## src/rtl/uart_fb_writer.sv

```systemverilog
// Byte-stream command parser feeding a frame-buffer write port and returning ACK/NAK.
// Optional macro UART_FB_CHECKSUM_EN adds a trailing XOR checksum byte to pixel write runs.
module uart_fb_writer #(
   parameter int         PIXEL_W  = 3,
   parameter int         WIDTH    = 640,
   parameter int         HEIGHT   = 480,
   parameter int         ADDR_W   = 19,
   parameter logic [7:0] ACK_BYTE = 8'h06,
   parameter logic [7:0] NAK_BYTE = 8'h15
) (
   input  logic               clk,
   input  logic               rst_n,
   input  logic [7:0]         rx_data,
   input  logic               rx_valid,
   output logic               fb_we,
   output logic [ADDR_W-1:0]  fb_addr,
   output logic [PIXEL_W-1:0] fb_wdata,
   input  logic               fb_ready,
   output logic               tx_valid,
   output logic [7:0]         tx_data,
   input  logic               tx_ready,
   output logic               busy,
   output logic               overrun,
   input  logic               clr_overrun,
   output logic               frame_done,
   output logic [ADDR_W-1:0]  pixel_ptr
);

   localparam int                MAX  = WIDTH * HEIGHT;
   localparam logic [ADDR_W-1:0] LAST = ADDR_W'(MAX - 1);

`ifdef UART_FB_CHECKSUM_EN
   typedef enum logic [2:0] {S_IDLE, S_ADDR, S_CNT, S_DATA, S_WR, S_FILL, S_CSUM, S_ANSWER} state_t;
`else
   typedef enum logic [2:0] {S_IDLE, S_ADDR, S_CNT, S_DATA, S_WR, S_FILL, S_ANSWER} state_t;
`endif

   state_t               state_q, state_d;
   logic [ADDR_W-1:0]    ptr_q, ptr_d;
   logic [1:0]           byte_cnt_q, byte_cnt_d;
   logic [23:0]          acc_q, acc_d;
   logic [15:0]          cnt_q, cnt_d;
   logic [PIXEL_W-1:0]   pix_q, pix_d;
   logic                 fill_q, fill_d;
   logic [7:0]           ans_q, ans_d;
   logic                 overrun_q, overrun_d;
`ifdef UART_FB_CHECKSUM_EN
   logic [7:0]           csum_q, csum_d;
`endif

   logic                 wr_acc;
   logic                 ov_set;
   logic [ADDR_W-1:0]    ptr_inc;
   logic [23:0]          addr_val;
   logic [15:0]          cnt_val;

   assign fb_we      = (state_q == S_WR) || (state_q == S_FILL);
   assign fb_addr    = ptr_q;
   assign fb_wdata   = pix_q;
   assign tx_valid   = (state_q == S_ANSWER);
   assign tx_data    = ans_q;
   assign busy       = (state_q != S_IDLE);
   assign overrun    = overrun_q;
   assign pixel_ptr  = ptr_q;
   assign wr_acc     = fb_we && fb_ready;
   assign ptr_inc    = (ptr_q == LAST) ? '0 : ptr_q + 1'b1;
   assign frame_done = wr_acc && (ptr_q == LAST);
   assign addr_val   = {acc_q[15:0], rx_data};
   assign cnt_val    = {acc_q[7:0], rx_data};

   always_comb begin
      state_d    = state_q;
      ptr_d      = ptr_q;
      byte_cnt_d = byte_cnt_q;
      acc_d      = acc_q;
      cnt_d      = cnt_q;
      pix_d      = pix_q;
      fill_d     = fill_q;
      ans_d      = ans_q;
      ov_set     = 1'b0;
`ifdef UART_FB_CHECKSUM_EN
      csum_d     = csum_q;
`endif
      case (state_q)
         S_IDLE: begin
            if (rx_valid) begin
               byte_cnt_d = '0;
               acc_d      = '0;
               fill_d     = 1'b0;
`ifdef UART_FB_CHECKSUM_EN
               csum_d     = rx_data;
`endif
               case (rx_data)
                  8'h01: begin
                     ptr_d   = '0;
                     ans_d   = ACK_BYTE;
                     state_d = S_ANSWER;
                  end
                  8'h02: state_d = S_ADDR;
                  8'h03: state_d = S_CNT;
                  8'h04: begin
                     fill_d  = 1'b1;
                     state_d = S_DATA;
                  end
                  default: begin
                     ans_d   = NAK_BYTE;
                     state_d = S_ANSWER;
                  end
               endcase
            end
         end
         S_ADDR: begin
            if (rx_valid) begin
               acc_d      = addr_val;
               byte_cnt_d = byte_cnt_q + 2'd1;
               if (byte_cnt_q == 2'd2) begin
                  state_d = S_ANSWER;
                  // Out-of-range addresses leave the pointer where it was.
                  if ({8'h00, addr_val} < 32'(MAX)) begin
                     ptr_d = ADDR_W'(addr_val);
                     ans_d = ACK_BYTE;
                  end else begin
                     ans_d = NAK_BYTE;
                  end
               end
            end
         end
         S_CNT: begin
            if (rx_valid) begin
               acc_d      = {acc_q[15:0], rx_data};
               byte_cnt_d = byte_cnt_q + 2'd1;
`ifdef UART_FB_CHECKSUM_EN
               csum_d     = csum_q ^ rx_data;
`endif
               if (byte_cnt_q == 2'd1) begin
                  cnt_d = cnt_val;
                  if (cnt_val != 16'd0) begin
                     state_d = S_DATA;
                  end else begin
`ifdef UART_FB_CHECKSUM_EN
                     state_d = S_CSUM;
`else
                     ans_d   = ACK_BYTE;
                     state_d = S_ANSWER;
`endif
                  end
               end
            end
         end
         S_DATA: begin
            // Shared by write runs (pixel bytes) and fill (single colour byte).
            if (rx_valid) begin
               pix_d = rx_data[PIXEL_W-1:0];
`ifdef UART_FB_CHECKSUM_EN
               csum_d = csum_q ^ rx_data;
`endif
               if (fill_q) begin
                  ptr_d   = '0;
                  state_d = S_FILL;
               end else begin
                  state_d = S_WR;
               end
            end
         end
         S_WR: begin
            ov_set = rx_valid;
            if (wr_acc) begin
               ptr_d = ptr_inc;
               cnt_d = cnt_q - 16'd1;
               if (cnt_q == 16'd1) begin
`ifdef UART_FB_CHECKSUM_EN
                  state_d = S_CSUM;
`else
                  ans_d   = ACK_BYTE;
                  state_d = S_ANSWER;
`endif
               end else begin
                  state_d = S_DATA;
               end
            end
         end
         S_FILL: begin
            ov_set = rx_valid;
            if (wr_acc) begin
               ptr_d = ptr_inc;
               if (ptr_q == LAST) begin
                  ans_d   = ACK_BYTE;
                  state_d = S_ANSWER;
               end
            end
         end
`ifdef UART_FB_CHECKSUM_EN
         S_CSUM: begin
            if (rx_valid) begin
               ans_d   = (rx_data == csum_q) ? ACK_BYTE : NAK_BYTE;
               state_d = S_ANSWER;
            end
         end
`endif
         S_ANSWER: begin
            ov_set = rx_valid;
            if (tx_ready) state_d = S_IDLE;
         end
         default: state_d = S_IDLE;
      endcase
      overrun_d = clr_overrun ? 1'b0 : (ov_set ? 1'b1 : overrun_q);
   end

   always_ff @(posedge clk or negedge rst_n) begin
      if (!rst_n) begin
         state_q    <= S_IDLE;
         ptr_q      <= '0;
         byte_cnt_q <= '0;
         acc_q      <= '0;
         cnt_q      <= '0;
         pix_q      <= '0;
         fill_q     <= 1'b0;
         ans_q      <= '0;
         overrun_q  <= 1'b0;
`ifdef UART_FB_CHECKSUM_EN
         csum_q     <= '0;
`endif
      end else begin
         state_q    <= state_d;
         ptr_q      <= ptr_d;
         byte_cnt_q <= byte_cnt_d;
         acc_q      <= acc_d;
         cnt_q      <= cnt_d;
         pix_q      <= pix_d;
         fill_q     <= fill_d;
         ans_q      <= ans_d;
         overrun_q  <= overrun_d;
`ifdef UART_FB_CHECKSUM_EN
         csum_q     <= csum_d;
`endif
      end
   end

endmodule

```

## config.mk

```make
export PLATFORM = sky130hd
export DESIGN_NAME = uart_fb_writer
export DESIGN_NICKNAME = d
export VERILOG_FILES = /design/src/rtl/uart_fb_writer.sv
export SDC_FILE = /design/constraint.sdc
export NUM_CORES = 1
export LEC_CHECK = 0
export CORE_MARGIN = 5
export CORE_UTILIZATION = 50
export CTS_CLUSTER_DIAMETER = 200
export CTS_CLUSTER_SIZE = 40
export DETAILED_ROUTE_END_ITERATION = 8
export PLACE_DENSITY = 0.81
export SLEW_MARGIN = 25
export SYNTH_ARGS = -nofsm -noshare
export SYNTH_HDL_FRONTEND = slang
export SYNTH_SLANG_ARGS = --single-unit
```

## constraint.sdc

```tcl
create_clock -name clk -period 4.4 [get_ports clk]
set_input_delay 0.66 -clock clk [delete_from_list [all_inputs] [get_ports clk]]
set_output_delay 0.66 -clock clk [all_outputs]
set_load 0.1 [all_outputs]
```

**Yosys cells after proc, flatten, opt, wreduce, memory -nomap -nowiden**

Cells that the tools add are included.

- Bits in registers: 69
- Bits of input ports: 14
- Output and inout port bits: 54
- Word-level logic and storage cells: 119

- $add $sub $neg: 3
- Order comparisons: 1
- Equality and inequality tests: 32
- Mux-type cells: 52
- Reductions and logical operators: 22

Operator list:

| kind | number |
|---|---|
| 19-bit 2-to-1 mux | 9 |
| 16-bit 2-to-1 mux | 5 |
| 8-bit 2-to-1 mux | 10 |
| 19-bit one-hot mux with 4 select lines | 1 |
| 16-bit one-hot mux with 2 select lines | 2 |
| 8-bit one-hot mux with 5 select lines | 1 |
| 3-bit 2-to-1 mux | 12 |
| 24-bit by 19-bit < comparator with 1-bit output, second input constant | 1 |
| 2-bit != test, second input constant | 12 |
| 3-bit one-hot mux with 7 select lines | 1 |
| 19-bit by 1-bit adder with 19-bit output, second input constant | 1 |
| 19-bit equality test, second input constant | 1 |
| 16-bit by 1-bit equality test with 1-bit output, second input constant | 1 |
| 8-bit by 2-bit equality test with 1-bit output, second input constant | 2 |
| 8-bit one-hot mux with 2 select lines | 1 |
| 16-bit nonzero test | 1 |
| 16-bit by 1-bit subtractor with 16-bit output, second input constant | 1 |
| 2-bit by 1-bit != test with 1-bit output, second input constant | 6 |
| 12-bit AND reduction | 1 |
| 10-bit AND reduction | 1 |
| 3-bit equality test, second input constant | 3 |
| 3-bit one-hot mux with 3 select lines | 1 |
| 9-bit AND reduction | 1 |
| 8-bit by 1-bit equality test with 1-bit output, second input constant | 1 |
| other kinds (22) | 34 |

**Logic depth before layout (Yosys ltp)**

- Word-level depth: 5
- Depth in mapped cells: 10
- Gate-level depth less buffers: 8

**Least setup slack after synthesis**

No wires, ideal clock.

- Path type: flip-flop to output port
- From: register ptr_q[0] (netlist: fb_addr[0])
- To: output port frame_done
- Arrival: 4.145 ns
- Required time: 3.740 ns
- Setup slack: -0.405 ns
- Stages on the path, launching flop included: 6
- Buffers on the path: 1
- Path through: dfrtp_1 -> ha_1 -> nand2_1 -> or4_4 -> buf_6 -> nor3_1

- Cells in the longest elaborated chain, start to end: 2

Ends and longest elaborated chain:

| what | RTL line | RTL |
|---|---|---|
| from (decl) | 39 | `logic [ADDR_W-1:0] ptr_q, ptr_d;` |
| from (signal assigned) | 225 | `ptr_q <= ptr_d;` |
| 19-bit equality test | 67 | `assign frame_done = wr_acc && (ptr_q == LAST);` |
| 1-bit logical AND | 67 |  |
| to (decl) | 25 | `output logic frame_done,` |

No other way between the ends.

**Worst setup path in the final report**

- From: register state_q[1]
- To: output port fb_we

- Cells in the longest elaborated chain, start to end: 2
- Elaborated cells on any way between the ends: 3
- Classes of those cells: eq/ne: 2; reduce/logical: 1

Ends and longest elaborated chain:

| what | RTL line | RTL |
|---|---|---|
| from (decl) | 38 | `state_t state_q, state_d;` |
| from (signal assigned) | 224 | `state_q <= state_d;` |
| 3-bit equality test | 57 | `assign fb_we = (state_q == S_WR) \|\| (state_q == S_FILL);` |
| 1-bit logical OR * | 57 |  |
| to (decl) | 15 | `output logic fb_we,` |

Mark *: on every way between the ends. The rest lies on a longest branch, timed or not.

==> impl_metrics.tcl <==
set metrics [dict create \
    status "finished clean" \
    clock-sinks 64 \
    grt_pass1_wl_um 17100 \
    gr-total-overflow 0 \
    ys_ff_latch 64 \
    crit_slowest_cell "clkdlybuf4s50_1" \
    multiInputGateArea_um2 1990 \
    arrival_ns 2.81 \
    synth-edff-count 0 \
    cap_violations 0 \
    grt_max_degree 40 \
    seq_area_um2 1600 \
    cts_tree "yes" \
    crit_path_start_kind "flop" \
    synth_flop_cell "dfrtp_1" \
    die-area_um2 9820 \
    period_needed_ns 3.47 \
    drcViolationCount 0 \
    worstSkewPairLatency_ns 0.35 \
    setup_viol 0 \
    die_w_um 99.1 \
    crit_chain "nand2b_2, inv_1, clkdlybuf4s50_1" \
    htree_levels 3 \
    clockBufferDepth 2 \
    syn2layout_area_growth_pct 16.7 \
    cp-end-kind "output port" \
    cpPeakStageDelay_ns 1.20 \
    rsz0062_at_grt "no" \
    grt_pass1_vias 3463 \
    ys_types 66 \
    ys.warnings.count 0 \
    whs_ns 0.323 \
    skew_ns 0.0127 \
    tightest_slew_ns 0.985 \
    pin_count 68 \
    ant_nets 0 \
    initial_utilization 0.514 \
    crit_type "reg -> out" \
    grt_antenna_before_repair 0 \
    max_freq_mhz 288 \
    cts-resized-gates 0 \
    finalHoldViolCount 0 \
    post-cts-setup-buffer-count 0 \
    syn_avg_cell_area_um2 8.82 \
    root_buffer "clkbuf_8" \
    maxSlewHeadroom 0.341 \
    crit_required_ns 3.74 \
    port_buffers 63 \
    drive_above_1_share 0.0943 \
    nets 503 \
    rows 32 \
    grtUsageTotal 0.215 \
    tns_ns 0 \
    routed_via_density 6.14 \
    rr_startpoint "cnt_q[6]" \
    fillers 669 \
    hold_path.class "in -> async" \
    syn_inst 450 \
    post-route-util 0.599 \
    async_reset_ff_frac 1.00 \
    yosysSeqAreaShare 0.403 \
    wire_per_inst_um 17.6 \
    vias 3623 \
    drt_pass1_iterations 8 \
    place_congestion 0.904 \
    antenna-diode-count 0 \
    die_y_um 99.1 \
    critPathLaunch "state_q[1]" \
    drv_slew 0 \
    dr.first_iter.drc_count 206 \
    holdBufCountCts 0 \
    post-route-period-util 0.789 \
    cts_buffers 9 \
    core_um2 7730 \
    hpwl_um 7120 \
    drt_wl_total_um 10400 \
    syn_area_um2 3970 \
    clk_pin_slew_ns 0.08 \
    path_max_fanout 18 \
]
==> critical path, delay by kind of cell, from the launching register on <==
family | cells | cell delay, ns
buffers and inverters | 2 | 1.50
DFF | 1 | 0.58
and+or+nand+nor | 1 | 0.38
==> cell usage after synthesis (4+ instances only) <==
| cell type | instances | share of area |
|---|---|---|
| a21oi_1 | 43 | 0.054 |
| a22o_1 | 15 | 0.033 |
| a22oi_1 | 5 | 0.0095 |
| a31oi_1 | 5 | 0.0079 |
| and3_1 | 7 | 0.011 |
| buf_2 | 4 | 0.0050 |
| buf_4 | 25 | 0.047 |
| buf_6 | 8 | 0.023 |
| clkbuf_1 | 12 | 0.011 |
| dfrtp_1 | 64 | 0.40 |
| ha_1 | 5 | 0.016 |
| inv_1 | 16 | 0.015 |
| nand2_1 | 27 | 0.026 |
| nand3_1 | 14 | 0.018 |
| nor2_1 | 38 | 0.036 |
| nor3_1 | 20 | 0.025 |
| nor3b_1 | 4 | 0.0076 |
| nor4_1 | 7 | 0.011 |
| o21ai_0 | 48 | 0.061 |
| o22ai_1 | 6 | 0.0095 |
| or2_2 | 4 | 0.0063 |
==> state kept, by name, summed over array words and instances (netlist names) <==
name	cells
fill_q	1
state_q	3
overrun	1
tx_data	3
cnt_q	16
fb_addr	19
byte_cnt_q	2
fb_wdata	3
acc_q	16
==> layout by cell type (no fill, tap or decap), types with 3 or more instances in the layout <==
cell type / Yosys / routed
nor3_1: 20 / 19
nand2_1: 27 / 27
o31ai_1: 3 / 3
nor2_1: 38 / 38
o32ai_1: 3 / 3
o2bb2ai_1: 3 / 3
or2_2: 4 / 4
a22o_1: 15 / 15
o21a_1: 3 / 3
a21oi_1: 43 / 43
inv_1: 16 / 16
nor3b_1: 4 / 3
buf_4: 25 / 7
a31oi_1: 5 / 5
dfrtp_1: 64 / 64
nand3b_1: 3 / 3
clkbuf_8: 0 / 10
ha_1: 5 / 5
nor2b_1: 3 / 3
clkinv_2: 0 / 3
conb_1: 1 / 4
a22oi_1: 5 / 5
o21ai_0: 48 / 48
and3_1: 7 / 7
o22ai_1: 6 / 6
nand3_1: 14 / 14
o22a_1: 3 / 3
nor4_1: 7 / 7
or4_1: 3 / 3
clkdlybuf4s50_1: 0 / 61
==> worst paths after layout <==
path	depth (start not counted)	slack (ns)	end
setup / recovery	3	0.93	fb_we
hold / removal	1	0.32	fb_addr[10]
setup reg to reg	6	1.77	tx_data[1]
hold reg to reg	1	0.48	tx_data[2]
max in group asynchronous	2	3.13	byte_cnt_q[1]
min in group clk	1	0.48	tx_data[2]
==> metrics by stage <==
stage | cells | setup slack, ns | instance area, µm²
after global routing | 590 | 0.820 | 4630
after CTS | 590 | 0.916 | 4630
final | 590 | 0.927 | 4630
after global placement | 575 | 0.981 | 4440
after detailed placement | 575 | 0.901 | 4440
after floorplan | 453 | 0.443 | 3990
==> metal layers <==
layer	part of all wire	routed length, µm	global-route usage
met1	0.43	4430	0.286
met2	0.48	4950	0.340
met3	0.072	746	0.0414
met4	0.025	258	0.101
met5	0	0	0
==> layout make-up <==
cell class,instances,area share
Multi-Input combinational cell,324,0.429
Sequential cell,64,0.346
Timing Repair Buffer,69,0.144
Clock buffer,11,0.0305
Tap cell,102,0.0276
Inverter,16,0.0130
Clock inverter,4,0.00972
==> cells by family after synthesis <==
| group | after synthesis | synth area share |
|---|---|---|
| adder cells (fa/ha/maj) | 5 | 0.0158 |
| multiplexers | 5 | 0.0148 |
| flip-flops | 64 | 0.403 |
| other | 1 | 0.000945 |
| AO/OA/AOI/OAI | 157 | 0.251 |
| AND/OR/NAND/NOR | 152 | 0.211 |
| buffers and inverters | 65 | 0.101 |
| XOR/XNOR | 1 | 0.00221 |
Power is left out: the tool's default activity adds up to more than one toggle a clock period on the data nets, which glitch-free logic cannot reach.
==> RTL change, RTL diff (same flow settings) <==
Set the parameter `PIXEL_W` to 5 (it was 3).
--- a/src/rtl/uart_fb_writer.sv
+++ b/src/rtl/uart_fb_writer.sv
@@ -1,7 +1,7 @@
 // Byte-stream command parser feeding a frame-buffer write port and returning ACK/NAK.
 // Optional macro UART_FB_CHECKSUM_EN adds a trailing XOR checksum byte to pixel write runs.
 module uart_fb_writer #(
-   parameter int         PIXEL_W  = 3,
+   parameter int         PIXEL_W  = 5,
    parameter int         WIDTH    = 640,
    parameter int         HEIGHT   = 480,
    parameter int         ADDR_W   = 19,
Ports: changed (resized fb_wdata); port bits go from 68 to 70. The function was not compared with the original's and may differ.
==> RTL change against the original RTL <==
Via count increased by 2.9%. Sequential cell count grew 2. Critical path depth grew 1. Setup slack got worse by 0.0099 ns. Global-route usage is 0.42 points higher. First-iteration DRC count grew 78%. Critical endpoint unchanged. Maximum frequency down 0.28%. Final area increased by 1.2%. Area after synthesis shrank 0.85%. Wire length grew 2.1%. Non-clock buffer count increased by 1. Largest cell class unchanged.
Power is not shown: default switching activity piles up to over one toggle a cycle in this logic, so the estimate is an artifact.
==> RTL change: results (changes against the original RTL) <==
PostCTS Resize Cnt - 0 (unchanged)
vias per cell - 6.201 (+0.99%)
Setup Fix Bufs, Post-CTS - 0 (unchanged)
final layout net count - 515 (+2.4%)
vias in the first global route - 3450 (-0.38%)
worst r2r dst - tx_data[0]
crit-path max FO - 20 (+2)
IO buf count - 65 (+3.2%)
Fill cells - 672 (+0.45%)
DR WL met2 - 5047 um (+2.0%)
Distinct cells, synth - 56 (-15%)
status - completed
worst slew pin tran - 0.9875 ns (+0.002139 ns)
CP max-delay cell - clkdlybuf4s50_1
Worst R2R Start - state_q[1]
CP top delay family - buffers and inverters
Final HPWL DP - 7377 um (+3.6%)
Worst Path Arrival - 2.82 ns (about the same)
Routability Congestion - 0.9224 (+2.0%)
clock buffer depth - 2 (unchanged)
Clock Skew - 0.01365 ns (+0.0009869 ns)
layout cell share with drive strength beyond 1 - 8.016% (-1.4 points)
Hold Path Class - in2async
global-route usage over all layers - 21.92% (+0.42 points)
met1 Use GR - 30.30% (+1.7 points)
DR iter-0 viols - 366 (+78%)
top cells by area, synth - dfrtp_1 42%, o21ai_0 7.4%, a21oi_1 4.8%
met2 Usage GRT - 34.06% (+0.074 points)
M1 WL - 4419 um (-0.27%)
First-pass DRT Iterations - 5 (-3)
Routed met3 length - 867 um (+16%)
r2r worst-path depth - 8 (+2)
Clock Latency Late Sink - 0.35 ns (about the same)
most frequent cells after synthesis - 66 x dfrtp_1, 58 x o21ai_0, 43 x nor2_1, 38 x a21oi_1, 34 x nand2_1
Reg2Reg Setup Slack - 1.36 ns (-0.41 ns)
largest net degree at the start of global routing - 43 (+7.5%)
DRT Wirelength - 10600 um (+2.1%)
first-pass GRT wire length - 17360 um (+1.3%)
Antenna Cells - 0 (unchanged)
grt met3 use - 4.034% (-0.10 points)
sequential cell area fraction in the yosys report - 41.96% (+1.6 points)
RTL change: cell count changes in the layout (fill, tap and decap cells not counted), moves of 5 or more:
cell,delta
nand2_1,+7
a31oi_1,+5
nor3_1,-5
o21ai_0,+9
a21oi_1,-5
nand3_1,+5
RTL change: per-stage QoR:
| stage | instance area, sq um | hold WS (ns) | setup WS (ns) | cells |
|---|---|---|---|---|
| finish | 4688 | 0.3146 | 0.9173 | 601 |
| global route | 4688 | 0.3582 | 0.7970 | 601 |
| CTS | 4678 | 0.3206 | 0.9554 | 601 |
| detailed placement | 4487 | 0.4545 | 1.102 | 587 |
| global placement | 4487 | 0.4624 | 1.183 | 587 |
| floorplan | 3948 | 0.3644 | 0.003238 | 464 |
RTL change: worst max path at each step:
stage | slack, ns | endpoint | cells past startpoint | start
6_report | 0.92 | fb_we | 4 | state_q[1]
5_1_grt | 0.80 | fb_we | 4 | state_q[1]
4_1_cts | 0.96 | fb_we | 4 | state_q[1]
3_5_place_dp | 1.10 | fb_addr[16] | 8 | rx_data[7]
3_3_place_gp | 1.18 | fb_addr[12] | 7 | rx_data[7]
2_1_floorplan | 0.003 | frame_done | 4 | fb_addr[0]
RTL change: logic make-up after synthesis:
group / Yosys count / share of synthesized area, %
fa+ha+maj: 5 / 1.589
simple gates: 165 / 21.61
mux: 9 / 2.606
compound gates: 153 / 23.71
flops: 66 / 41.96
other cells: 1 / 0.09527
xor+xnor: 1 / 0.2225
buf+inv: 61 / 8.201
RTL change: area by class of cell:
type	count	area share, %
multi-input combinational	337	42.49
inverter	12	0.9608
clock buffer	11	3.229
sequential	66	35.23
tap	102	2.722
clock inverter	3	0.8540
timing repair buffer	70	14.52
